--- config.mk ---
export PLATFORM = sky130hd
export DESIGN_NAME = resp_byte_packer
export DESIGN_NICKNAME = d
export VERILOG_FILES = /design/src/rtl/sys_pkg.sv /design/src/rtl/resp_byte_packer.sv
export SDC_FILE = /design/constraint.sdc
export NUM_CORES = 1
export LEC_CHECK = 0
export ABC_AREA = 0
export BUFFER_PORTS_ARGS = -buffer_cell sky130_fd_sc_hd__buf_2
export CAP_MARGIN = 20
export CORE_MARGIN = 4
export CORE_UTILIZATION = 50
export DETAILED_ROUTE_END_ITERATION = 6
export GPL_TIMING_DRIVEN = 0
export PLACE_DENSITY_LB_ADDON = 0.2
export SYNTH_ARGS = -nofsm -noshare
export SYNTH_HDL_FRONTEND = slang
export SYNTH_SLANG_ARGS = --single-unit
--- constraint.sdc ---
create_clock -name CLK -period 3.5 [get_ports CLK]
set_input_delay 0.35 -clock CLK [delete_from_list [all_inputs] [get_ports CLK]]
set_output_delay 0.35 -clock CLK [all_outputs]
set_load 0.01 [all_outputs]
--- src/rtl/sys_pkg.sv ---
// Shared definitions for the response path: packer state encoding and byte-lane count.
package sys_pkg;

    localparam logic [1:0] PK_IDLE    = 2'b00;
    localparam logic [1:0] PK_SEND_B0 = 2'b01;
    localparam logic [1:0] PK_SEND_B1 = 2'b10;

    localparam int BYTES_PER_ALU = 2;

    typedef enum logic [1:0] {
        ST_IDLE    = PK_IDLE,
        ST_SEND_B0 = PK_SEND_B0,
        ST_SEND_B1 = PK_SEND_B1
    } pk_state_e;

endpackage

--- src/rtl/resp_byte_packer.sv ---
// Serializes a register-file byte or a two-byte ALU result into the TX FIFO,
// LSB first, one write per byte, holding while the FIFO reports full.
module resp_byte_packer
    import sys_pkg::*;
#(
    parameter int DATA_WIDTH    = 8,
    parameter int ALU_OUT_WIDTH = 2 * DATA_WIDTH
) (
    input  logic                     CLK,
    input  logic                     RST,
    input  logic [DATA_WIDTH-1:0]    RD_DATA,
    input  logic                     RD_DATA_VALID,
    input  logic [ALU_OUT_WIDTH-1:0] ALU_OUT,
    input  logic                     ALU_OUT_VALID,
    input  logic                     FIFO_FULL,
    output logic [DATA_WIDTH-1:0]    TX_P_DATA,
    output logic                     TX_DATA_VALID,
    output logic                     BUSY,
    output logic                     OVERRUN
);

    if (ALU_OUT_WIDTH != BYTES_PER_ALU * DATA_WIDTH) begin : g_width_check
        $error("ALU_OUT_WIDTH must be exactly two bytes wide");
    end

    pk_state_e                state_reg;
    pk_state_e                state_next;
    logic [ALU_OUT_WIDTH-1:0] buf_reg;
    logic [ALU_OUT_WIDTH-1:0] buf_next;
    logic                     two_byte_reg;
    logic                     two_byte_next;
    logic [DATA_WIDTH-1:0]    tx_byte_reg;
    logic [DATA_WIDTH-1:0]    tx_byte_next;
    logic                     overrun_reg;
    logic                     overrun_next;
    logic                     write;
    logic                     any_strobe;
    logic                     sel_hi_next;

    // Byte lanes of the buffer contents that will be live after this edge.
    logic [DATA_WIDTH-1:0] next_lane [BYTES_PER_ALU];

    for (genvar gi = 0; gi < BYTES_PER_ALU; gi++) begin : g_lane
        assign next_lane[gi] = buf_next[gi*DATA_WIDTH +: DATA_WIDTH];
    end

    assign any_strobe = ALU_OUT_VALID | RD_DATA_VALID;
    assign write      = (state_reg != ST_IDLE) & ~FIFO_FULL & ~RST;

    // Next-state logic: advance only on a completed FIFO write.
    always_comb begin
        state_next = state_reg;
        case (state_reg)
            ST_IDLE: begin
                if (any_strobe) begin
                    state_next = ST_SEND_B0;
                end
            end
            ST_SEND_B0: begin
                if (write) begin
                    state_next = two_byte_reg ? ST_SEND_B1 : ST_IDLE;
                end
            end
            ST_SEND_B1: begin
                if (write) begin
                    state_next = ST_IDLE;
                end
            end
            default: begin
                state_next = ST_IDLE;
            end
        endcase
    end

    always_ff @(posedge CLK) begin
        if (RST) begin
            state_reg <= ST_IDLE;
        end else begin
            state_reg <= state_next;
        end
    end

    // Capture and overrun tracking. When both strobes arrive together the ALU
    // result is kept and the register byte is the one lost.
    always_comb begin
        buf_next      = buf_reg;
        two_byte_next = two_byte_reg;
        overrun_next  = overrun_reg;
        if (state_reg == ST_IDLE) begin
            if (ALU_OUT_VALID) begin
                buf_next      = ALU_OUT;
                two_byte_next = 1'b1;
                if (RD_DATA_VALID) begin
                    overrun_next = 1'b1;
                end
            end else if (RD_DATA_VALID) begin
                buf_next[DATA_WIDTH-1:0] = RD_DATA;
                two_byte_next            = 1'b0;
            end
        end else if (any_strobe) begin
            overrun_next = 1'b1;
        end
    end

    // The output byte is registered from the lane the next state will present;
    // in IDLE the last byte sent stays on the bus.
    assign sel_hi_next = (state_next == ST_SEND_B1);

    always_comb begin
        tx_byte_next = tx_byte_reg;
        if (state_next != ST_IDLE) begin
            tx_byte_next = next_lane[sel_hi_next];
        end
    end

    always_ff @(posedge CLK) begin
        if (RST) begin
            buf_reg      <= '0;
            two_byte_reg <= 1'b0;
            tx_byte_reg  <= '0;
            overrun_reg  <= 1'b0;
        end else begin
            buf_reg      <= buf_next;
            two_byte_reg <= two_byte_next;
            tx_byte_reg  <= tx_byte_next;
            overrun_reg  <= overrun_next;
        end
    end

    assign TX_P_DATA     = tx_byte_reg;
    assign TX_DATA_VALID = write;
    assign BUSY          = (state_reg != ST_IDLE) & ~RST;
    assign OVERRUN       = overrun_reg;

endmodule

==> results of run 1 <==
cells by family (layout without fill, tap and decap cells):
family	Yosys count	count (layout)	share of synthesized area, %
simple gates	62	62	23.86
compound gates	40	40	23.00
flops	28	28	42.59
buf+inv	12	54	4.752
mux	7	7	5.798
cells in the mapped netlist, drive strengths merged, types with 2 or more instances:
master   n
nor4b    7
clkbuf   6
nand3    7
mux2     5
a21oi   11
nor2b    6
nor2    23
o22a     7
buf      5
nor3     5
o21bai   7
nand2   10
a22oi    6
a221o    3
dfxtp   28
mux2i    2
worst max-delay path by stage:
stage               cells after the start                   endpoint  slack (ns)
CTS                                     4              TX_DATA_VALID        1.45
floorplan                               4  TX_P_DATA[1]$_SDFFE_PP0P_        1.95
detailed placement                      5              TX_DATA_VALID        1.56
finish                                  4              TX_DATA_VALID        1.42
global placement                        5              TX_DATA_VALID        1.58
global route                            4              TX_DATA_VALID        1.31
worst max-delay path, cell delays in order (launching register included):
cell and delay (ns):
dfxtp_1 0.41, nor2_1 0.30, clkbuf_1 0.43, nor3_1 0.10
buf_2 0.16
power groups by stage:
| stage | clock (mW) | sequential, mW | combinational, mW |
|---|---|---|---|
| 3_5_place_dp | 0 | 0.367 | 0.157 |
| 2_1_floorplan | 0 | 0.370 | 0.0994 |
| 5_1_grt | 0.231 | 0.364 | 0.172 |
| 6_report | 0.211 | 0.360 | 0.158 |
| 4_1_cts | 0.214 | 0.361 | 0.158 |
| 3_3_place_gp | 0 | 0.366 | 0.153 |
layer usage:
metal  wire length, um  up-vias  GRT usage [%]
met2              1692       35          33.23
met4                42        0          6.149
met5                 0        -              0
met3               187        4          3.704
li1                  -      624              -
met1              1418      620          24.02
area by class of cell:
class / count / area [sq um] / area share, %
repair buffers: 38 / 190.2 / 11.91
multi-input cells: 109 / 693.2 / 43.42
flip-flops and latches: 28 / 560.5 / 35.11
well taps: 30 / 37.54 / 2.351
clock buffers: 3 / 22.52 / 1.411
inverters: 1 / 3.754 / 0.2351
plain buffers: 11 / 58.81 / 3.683
clock inverters: 1 / 30.03 / 1.881
through the flow:
stage / cell area, sq um / util (%) / instances
3_5_place_dp: 1544 / 61.76 / 217
5_1_grt: 1597 / 63.86 / 221
6_report: 1597 / 63.86 / 221
4_1_cts: 1597 / 63.86 / 221
3_3_place_gp: 1544 / 61.76 / 217
2_1_floorplan: 1316 / - / 149
==> reports/qor.yml, run 1 <==
layout:
  drive_gt1_share_pct: 27.75
  final_common_cell: "buf_2"
  largest_register_ffs: 16
  num_antenna_cells: 0
  fillers: 226
  layout-area-overhead-vs-synth_pct: 21.29
  nets: 221
  final_cell_mix: "buf_2, dfxtp_1, nor2_1"
setup_path:
  worst-path-max-fanout: 10
  crit_type: "flip-flop to primary output"
  reg2reg_slack_ns: 1.48
  reg2reg_from: "state_reg[0]$_SDFF_PP0_"
  cp-startpoint: "state_reg[1]$_SDFF_PP0_"
  reg2reg_depth: 5
  critPathArrivalTime_ns: 1.73
  critPathRequiredTime_ns: 3.15
  reg2reg_to: "TX_P_DATA[3]$_SDFFE_PP0P_"
  cp-end-kind: "primary output"
  startpoint_type: "flip-flop"
timing:
  drv_slew: 0
  finalCritPeriodShare_pct: 59.32
  final.setup.tns_ns: 0
  fin_hold_ws_ns: 0.2753
  hold_viol_final: 0
  setup_viol: 0
  layout_min_cycle_time_ns: 2.076
  rsz0062_at_grt: "no"
  finClkSkew_ns: 0.005854
  worst_slew_margin_rel_pct: 29.57
  fin_ws_ns: 1.424
  max_freq_mhz: 481.6
  worstMarginPinSlew_ns: 1.048
floorplanning:
  fp.coreArea_sq_um: 2500
  dieWidth_um: 59.31
  io_pins: 40
  die_y_um: 59.31
  rows: 18
  start_util_pct: 52.65
  die_area_sq_um: 3518
min_path:
  hp-start: "ALU_OUT[15]"
  holdPathEnd: "buf_reg[15]$_SDFF_PP0_"
  min_path_cells: 3
  worstHoldPathType: "primary input to flip-flop"
power_and_ir_drop:
  p_leak_nw: 0.7139
  p_sw_share_pct: 26.41
  pwr-share-clk_pct: 28.9
  pwr_density_cell_nw_per_um2: 456.8
  power_frac_seq_pct: 49.4
  p_int_mw: 0.5367
  power_frac_comb_pct: 21.7
  switchingPower_mw: 0.1926
  power_mw: 0.7293
  max-vdd-ir-drop_uv: 309.8
clock_network:
  cts_tree: "yes"
  cts.sinks: 28
  cts_inserted_buffers: 3
  clk_pin_slew_ns: 0.15
  cts_buffer_depth: 2
  cts_hold_buf: 0
  cts_resized: 0
  cts_setup_buffers: 0
  worstSkewPairLatency_ns: 0.33
  cts_max_level: 1
  root_buffer: "clkbuf_4"
placement:
  hpwl_um: 2479
  routabilityCongestion: 0.7480
  place_ws_ns: 1.556
  port-buffer-count: 38
yosys:
  synth_top_cell_by_area: "dfxtp_1"
  yosysWarningCount: 0
  synth-seq-area-share_pct: 42.59
  synth_flop_cell: "dfxtp_1"
  synth_top_cell_area_share_pct: 42.59
  syn_area_sq_um: 1316
  synth_edf_count: 0
  synth_cells: 149
  yosys-top-cells-area: "dfxtp_1, nor2_1, nor4b_1"
  ys_async_sr_fraction_pct: 0
  synth.distinct_cells: 29
  yosys_register_bits: 28
  synth_nets: 178
  syn_avg_cell_area_sq_um: 8.834
grt:
  first_global_vias: 1195
  grt_pass1_wl_um: 5202
  grt_max_degree: 17
  grt_util_all_layers_pct: 19.30
  antenna_found_initial: 0
  gr-total-overflow: 0
flow_run:
  drv_cap: 0
routing:
  dr.pass1.iters: 4
  wirelength_um: 3340
  vias: 1283
  dr.first_iter.drc_count: 34
  route.detailed.drc: 0
  final_antenna_net_count: 0
  wl_per_cell_um: 15.11
  viasPerCell: 5.805
outcome:
  outcome: "finished, final reports clean"
(Power assumes the default switching activity.)
==> run 2: changes to the inputs <==
CORE_UTILIZATION = 45   (was 50)
clock period = 1.7 ns   (was 3.5 ns; I/O delays follow)
==> reports/qor.yml, run 2 (same netlist as run 1, synthesis figures left out) <==
layout:
  layoutNonFillerInstCount: 222
  multi_input_area_sq_um: 713.2
  final_common_cell: "buf_2"
  drive_gt1_share_pct: 31.41
  largest_register_ffs: 16
  nets: 221
  layout-area-overhead-vs-synth_pct: 23.76
  final_cell_mix: "buf_2, dfxtp_1, nor2_1"
  seqCellArea_sq_um: 565.5
  num_antenna_cells: 0
  fin_util_pct: 58.57
  fillers: 270
power_and_ir_drop:
  max-vdd-ir-drop_uv: 691.5
  power_mw: 1.511
  pwr_density_cell_nw_per_um2: 927.4
  p_leak_nw: 0.7252
setup_path:
  reg2reg_from: "state_reg[1]$_SDFF_PP0_"
  critPathArrivalTime_ns: 1.86
  critPathRequiredTime_ns: 1.92
  cp-end-kind: "flip-flop"
  crit_type: "flip-flop to flip-flop"
  worst-path-max-fanout: 10
  startpoint_type: "flip-flop"
  reg2reg_slack_ns: 0.06
  reg2reg_depth: 6
  reg2reg_to: "TX_P_DATA[7]$_SDFFE_PP0P_"
timing:
  drv_slew: 0
  finClkSkew_ns: 0.002061
  setup_viol: 0
  hold_viol_final: 0
  fin_hold_ws_ns: 0.08359
  fin_ws_ns: 0.05908
  layout_min_cycle_time_ns: 1.641
  worstMarginPinSlew_ns: 0.5108
  max_freq_mhz: 609.4
  worst_slew_margin_rel_pct: 65.68
  finalCritPeriodShare_pct: 96.52
grt:
  first_global_vias: 1190
  gr-total-overflow: 0
  grt_util_all_layers_pct: 18.97
  grt_pass1_wl_um: 5340
  antenna_found_initial: 0
  grt_max_degree: 17
floorplanning:
  fp.coreArea_sq_um: 2781
  io_pins: 40
  die_area_sq_um: 3855
  start_util_pct: 47.32
  dieWidth_um: 62.09
  die_y_um: 62.09
  rows: 19
routing:
  wl_per_cell_um: 15.14
  route.detailed.drc: 0
  viasPerCell: 5.730
  dr.first_iter.drc_count: 58
  final_antenna_net_count: 0
  vias: 1272
  dr.pass1.iters: 4
  wirelength_um: 3361
placement:
  place_ws_ns: -0.2837
  placedCellCount: 218
  port-buffer-count: 38
  hpwl_um: 2431
  routabilityCongestion: 0.8665
outcome:
  outcome: "finished, final reports clean"
min_path:
  hp-start: "ALU_OUT[15]"
  holdPathEnd: "buf_reg[15]$_SDFF_PP0_"
  worstHoldPathType: "primary input to flip-flop"
  min_path_cells: 3
clock_network:
  root_buffer: "clkbuf_4"
  cts_setup_buffers: 0
  cts.sinks: 28
  worstSkewPairLatency_ns: 0.33
  cts_tree: "yes"
  cts_buffer_depth: 2
  cts_max_level: 1
  cts_hold_buf: 0
  cts_inserted_buffers: 3
  clk_pin_slew_ns: 0.15
flow_run:
  drv_cap: 0
## run 2: where the power goes
part | switching [mW] | leakage (nW) | total, mW | internal [mW]
sequential | 0.0282 | 0.233 | 0.742 | 0.713
clock | 0.199 | 0.0279 | 0.437 | 0.239
combinational | 0.175 | 0.465 | 0.332 | 0.157
total | 0.401 | 0.725 | 1.51 | 1.11
## run 2: timing repair
action / in CTS / in global routing
endpoints found under the setup margin: 10 / 10
resized for setup: 3 / 11
pin swaps: 0 / 0
endpoints found under the hold margin: 0 / 0
## run 2: worst max-delay path, cell delays in order (launching register included)
cell and delay, ns:
dfxtp_4 0.40, or3b_1 0.39, buf_6 0.15, buf_6 0.14, mux2i_1 0.18, a2bb2oi_1 0.17
a21oi_1 0.08
## run 2: area by class of cell
class | count | share of cell area, %
well taps | 31 | 2.381
flip-flops and latches | 28 | 34.72
clock inverters | 1 | 1.843
repair buffers | 38 | 11.67
clock buffers | 3 | 1.382
plain buffers | 11 | 3.994
multi-input cells | 109 | 43.78
inverters | 1 | 0.2304
## run 2: layer usage
metal | share of wire (%) | track usage (%)
met2 | 49 | 29.44
met3 | 6.1 | 3.719
met1 | 42 | 25.03
met5 | 0 | 0
met4 | 2.9 | 9.394
## run 2: worst max-delay path by stage
stage,startpoint,endpoint,slack (ns)
3_5_place_dp,state_reg[0]$_SDFF_PP0_,TX_P_DATA[4]$_SDFFE_PP0P_,-0.28
4_1_cts,state_reg[0]$_SDFF_PP0_,TX_P_DATA[4]$_SDFFE_PP0P_,0.004
6_report,state_reg[1]$_SDFF_PP0_,TX_P_DATA[7]$_SDFFE_PP0P_,0.06
5_1_grt,RST,BUSY,-0.008
3_3_place_gp,state_reg[0]$_SDFF_PP0_,TX_P_DATA[4]$_SDFFE_PP0P_,-0.26
2_1_floorplan,state_reg[1]$_SDFF_PP0_,TX_P_DATA[1]$_SDFFE_PP0P_,0.15
## run 2: stage by stage
stage          instance area (sq um)  setup TNS [ns]
5_1_grt                         1629       -0.007684
6_report                        1629               0
3_5_place_dp                    1545          -1.644
2_1_floorplan                   1316               0
4_1_cts                         1607               0
3_3_place_gp                    1545          -1.481
==> run 3: changes to the inputs <==
CORE_UTILIZATION = 50   (was 45)
RECOVER_POWER = 25   (was not set)
clock period = 1.8 ns   (was 1.7 ns; I/O delays follow)
==> reports/qor.yml, run 3 (same netlist as run 1, synthesis figures left out) <==
grt:
  grt_max_degree: 17
  first_global_vias: 1195
  gr-total-overflow: 0
  grt_util_all_layers_pct: 19.25
  antenna_found_initial: 0
  grt_pass1_wl_um: 5202
setup_path:
  crit_cells: 4
  worst-path-max-fanout: 10
  critPathRequiredTime_ns: 1.62
  critPathSlowestCell: "dfxtp_1"
  crit_chain: "nor2_2 > clkbuf_2 > nor3_1 > buf_2"
  cp-end-kind: "primary output"
  crit_type: "flip-flop to primary output"
  reg2reg_depth: 6
  critical-path-top-delay-family: "flip-flops"
  critPathArrivalTime_ns: 1.54
  crit_buf_inv: 2
  max_stage_delay_ns: 0.50
  startpoint_type: "flip-flop"
power_and_ir_drop:
  p_leak_nw: 0.6854
  power_frac_seq_pct: 49.6
  p_int_mw: 1.040
  pwr-share-clk_pct: 29.0
  switchingPower_mw: 0.3743
  pwr_density_cell_nw_per_um2: 885.7
  p_sw_share_pct: 26.47
  max-vdd-ir-drop_uv: 600.8
  power_mw: 1.414
  power_frac_comb_pct: 21.4
layout:
  final_common_cell: "buf_2"
  num_antenna_cells: 0
  final_cell_mix: "buf_2, dfxtp_1, nor2_1"
  layoutNonFillerInstCount: 221
  largest_register_ffs: 16
  drive_gt1_share_pct: 24.61
  fin_util_pct: 63.86
  nets: 221
  layout-area-overhead-vs-synth_pct: 21.29
  final_area_sq_um: 1597
timing:
  worst_slew_margin_rel_pct: 61.75
  final.setup.tns_ns: 0
  finClkSkew_ns: 0.008519
  finalCritPeriodShare_pct: 95.65
  worstMarginPinSlew_ns: 0.5706
  drv_slew: 0
  rsz0062_at_grt: "no"
  setup_viol: 0
  max_freq_mhz: 580.8
  hold_viol_final: 0
  layout_min_cycle_time_ns: 1.722
floorplanning:
  dieWidth_um: 59.31
  rows: 18
  io_pins: 40
  die_area_sq_um: 3518
  start_util_pct: 52.65
  fp.coreArea_sq_um: 2500
  die_y_um: 59.31
routing:
  final_antenna_net_count: 0
  dr.first_iter.drc_count: 45
  viasPerCell: 5.805
  dr.pass1.iters: 4
  wirelength_um: 3301
  vias: 1283
  wl_per_cell_um: 14.94
  route.detailed.drc: 0
placement:
  port-buffer-count: 38
  place_area_sq_um: 1544
  hpwl_um: 2479
  routabilityCongestion: 0.7480
  placedCellCount: 217
clock_network:
  cts_tree: "yes"
  clk_pin_slew_ns: 0.15
  cts_inserted_buffers: 3
  root_buffer: "clkbuf_4"
  worstSkewPairLatency_ns: 0.33
  cts_max_level: 1
  cts.sinks: 28
  cts_buffer_depth: 2
min_path:
  worstHoldPathType: "primary input to flip-flop"
  min_path_cells: 3
outcome:
  outcome: "finished, final reports clean"
flow_run:
  drv_cap: 0
==> run 3: what timing repair did <==
item | 4_1_cts | 5_1_grt
resized for setup | 2 | 2
hold buffers | 0 | 0
setup buffers | 0 | 0
endpoints found under the hold margin | 0 | 0
setup endpoints to repair | 8 | 2
==> run 3: routing by layer <==
| metal | track usage, % | wire [um] | up-vias |
|---|---|---|---|
| li1 | - | - | 626 |
| met1 | 24.29 | 1424 | 622 |
| met2 | 33.54 | 1670 | 31 |
| met3 | 2.832 | 159 | 4 |
| met4 | 5.825 | 48 | 0 |
| met5 | 0 | 0 | - |
==> run 3: layout make-up <==
cell class,instances,area [sq um]
buffer,11,62.56
tap,30,37.54
fill,229,903.4
clock inverter,1,30.03
clock buffer,3,22.52
sequential,28,560.5
timing repair buffer,38,178.9
inverter,1,3.754
multi-input combinational,109,700.7
==> run 3: stage by stage <==
step,setup slack (ns),hold slack (ns)
2_1_floorplan,0.2469,0.3432
3_3_place_gp,-0.1197,0.4409
3_5_place_dp,-0.07590,0.4563
4_1_cts,0.04990,0.1052
5_1_grt,0.0005651,0.09336
6_report,0.07830,0.1087
==> run 3: worst paths after layout <==
kind,start,to,slack (ns)
max,state_reg[1]$_SDFF_PP0_,TX_DATA_VALID,0.08
min,ALU_OUT[15],buf_reg[15]$_SDFF_PP0_,0.11
max reg2reg,state_reg[1]$_SDFF_PP0_,TX_P_DATA[7]$_SDFFE_PP0P_,0.08
min reg2reg,buf_reg[9]$_SDFF_PP0_,buf_reg[9]$_SDFF_PP0_,0.49
==> run 3: worst reg2reg max path, stage by stage (launching register included) <==
cell and delay [ns]:
dfxtp_1 0.41, or3b_1 0.41, buf_6 0.16, buf_6 0.15, mux2i_1 0.20, a2bb2oi_1 0.18, a21oi_1 0.09
==> run 3: power by group through the flow <==
stage	Clock [mW]	Combinational [mW]	Sequential, mW
after global placement	0	0.297	0.711
after detailed placement	0	0.306	0.715
after global routing	0.449	0.331	0.710
after floorplan	0	0.193	0.720
final	0.410	0.303	0.702
after CTS	0.417	0.309	0.701
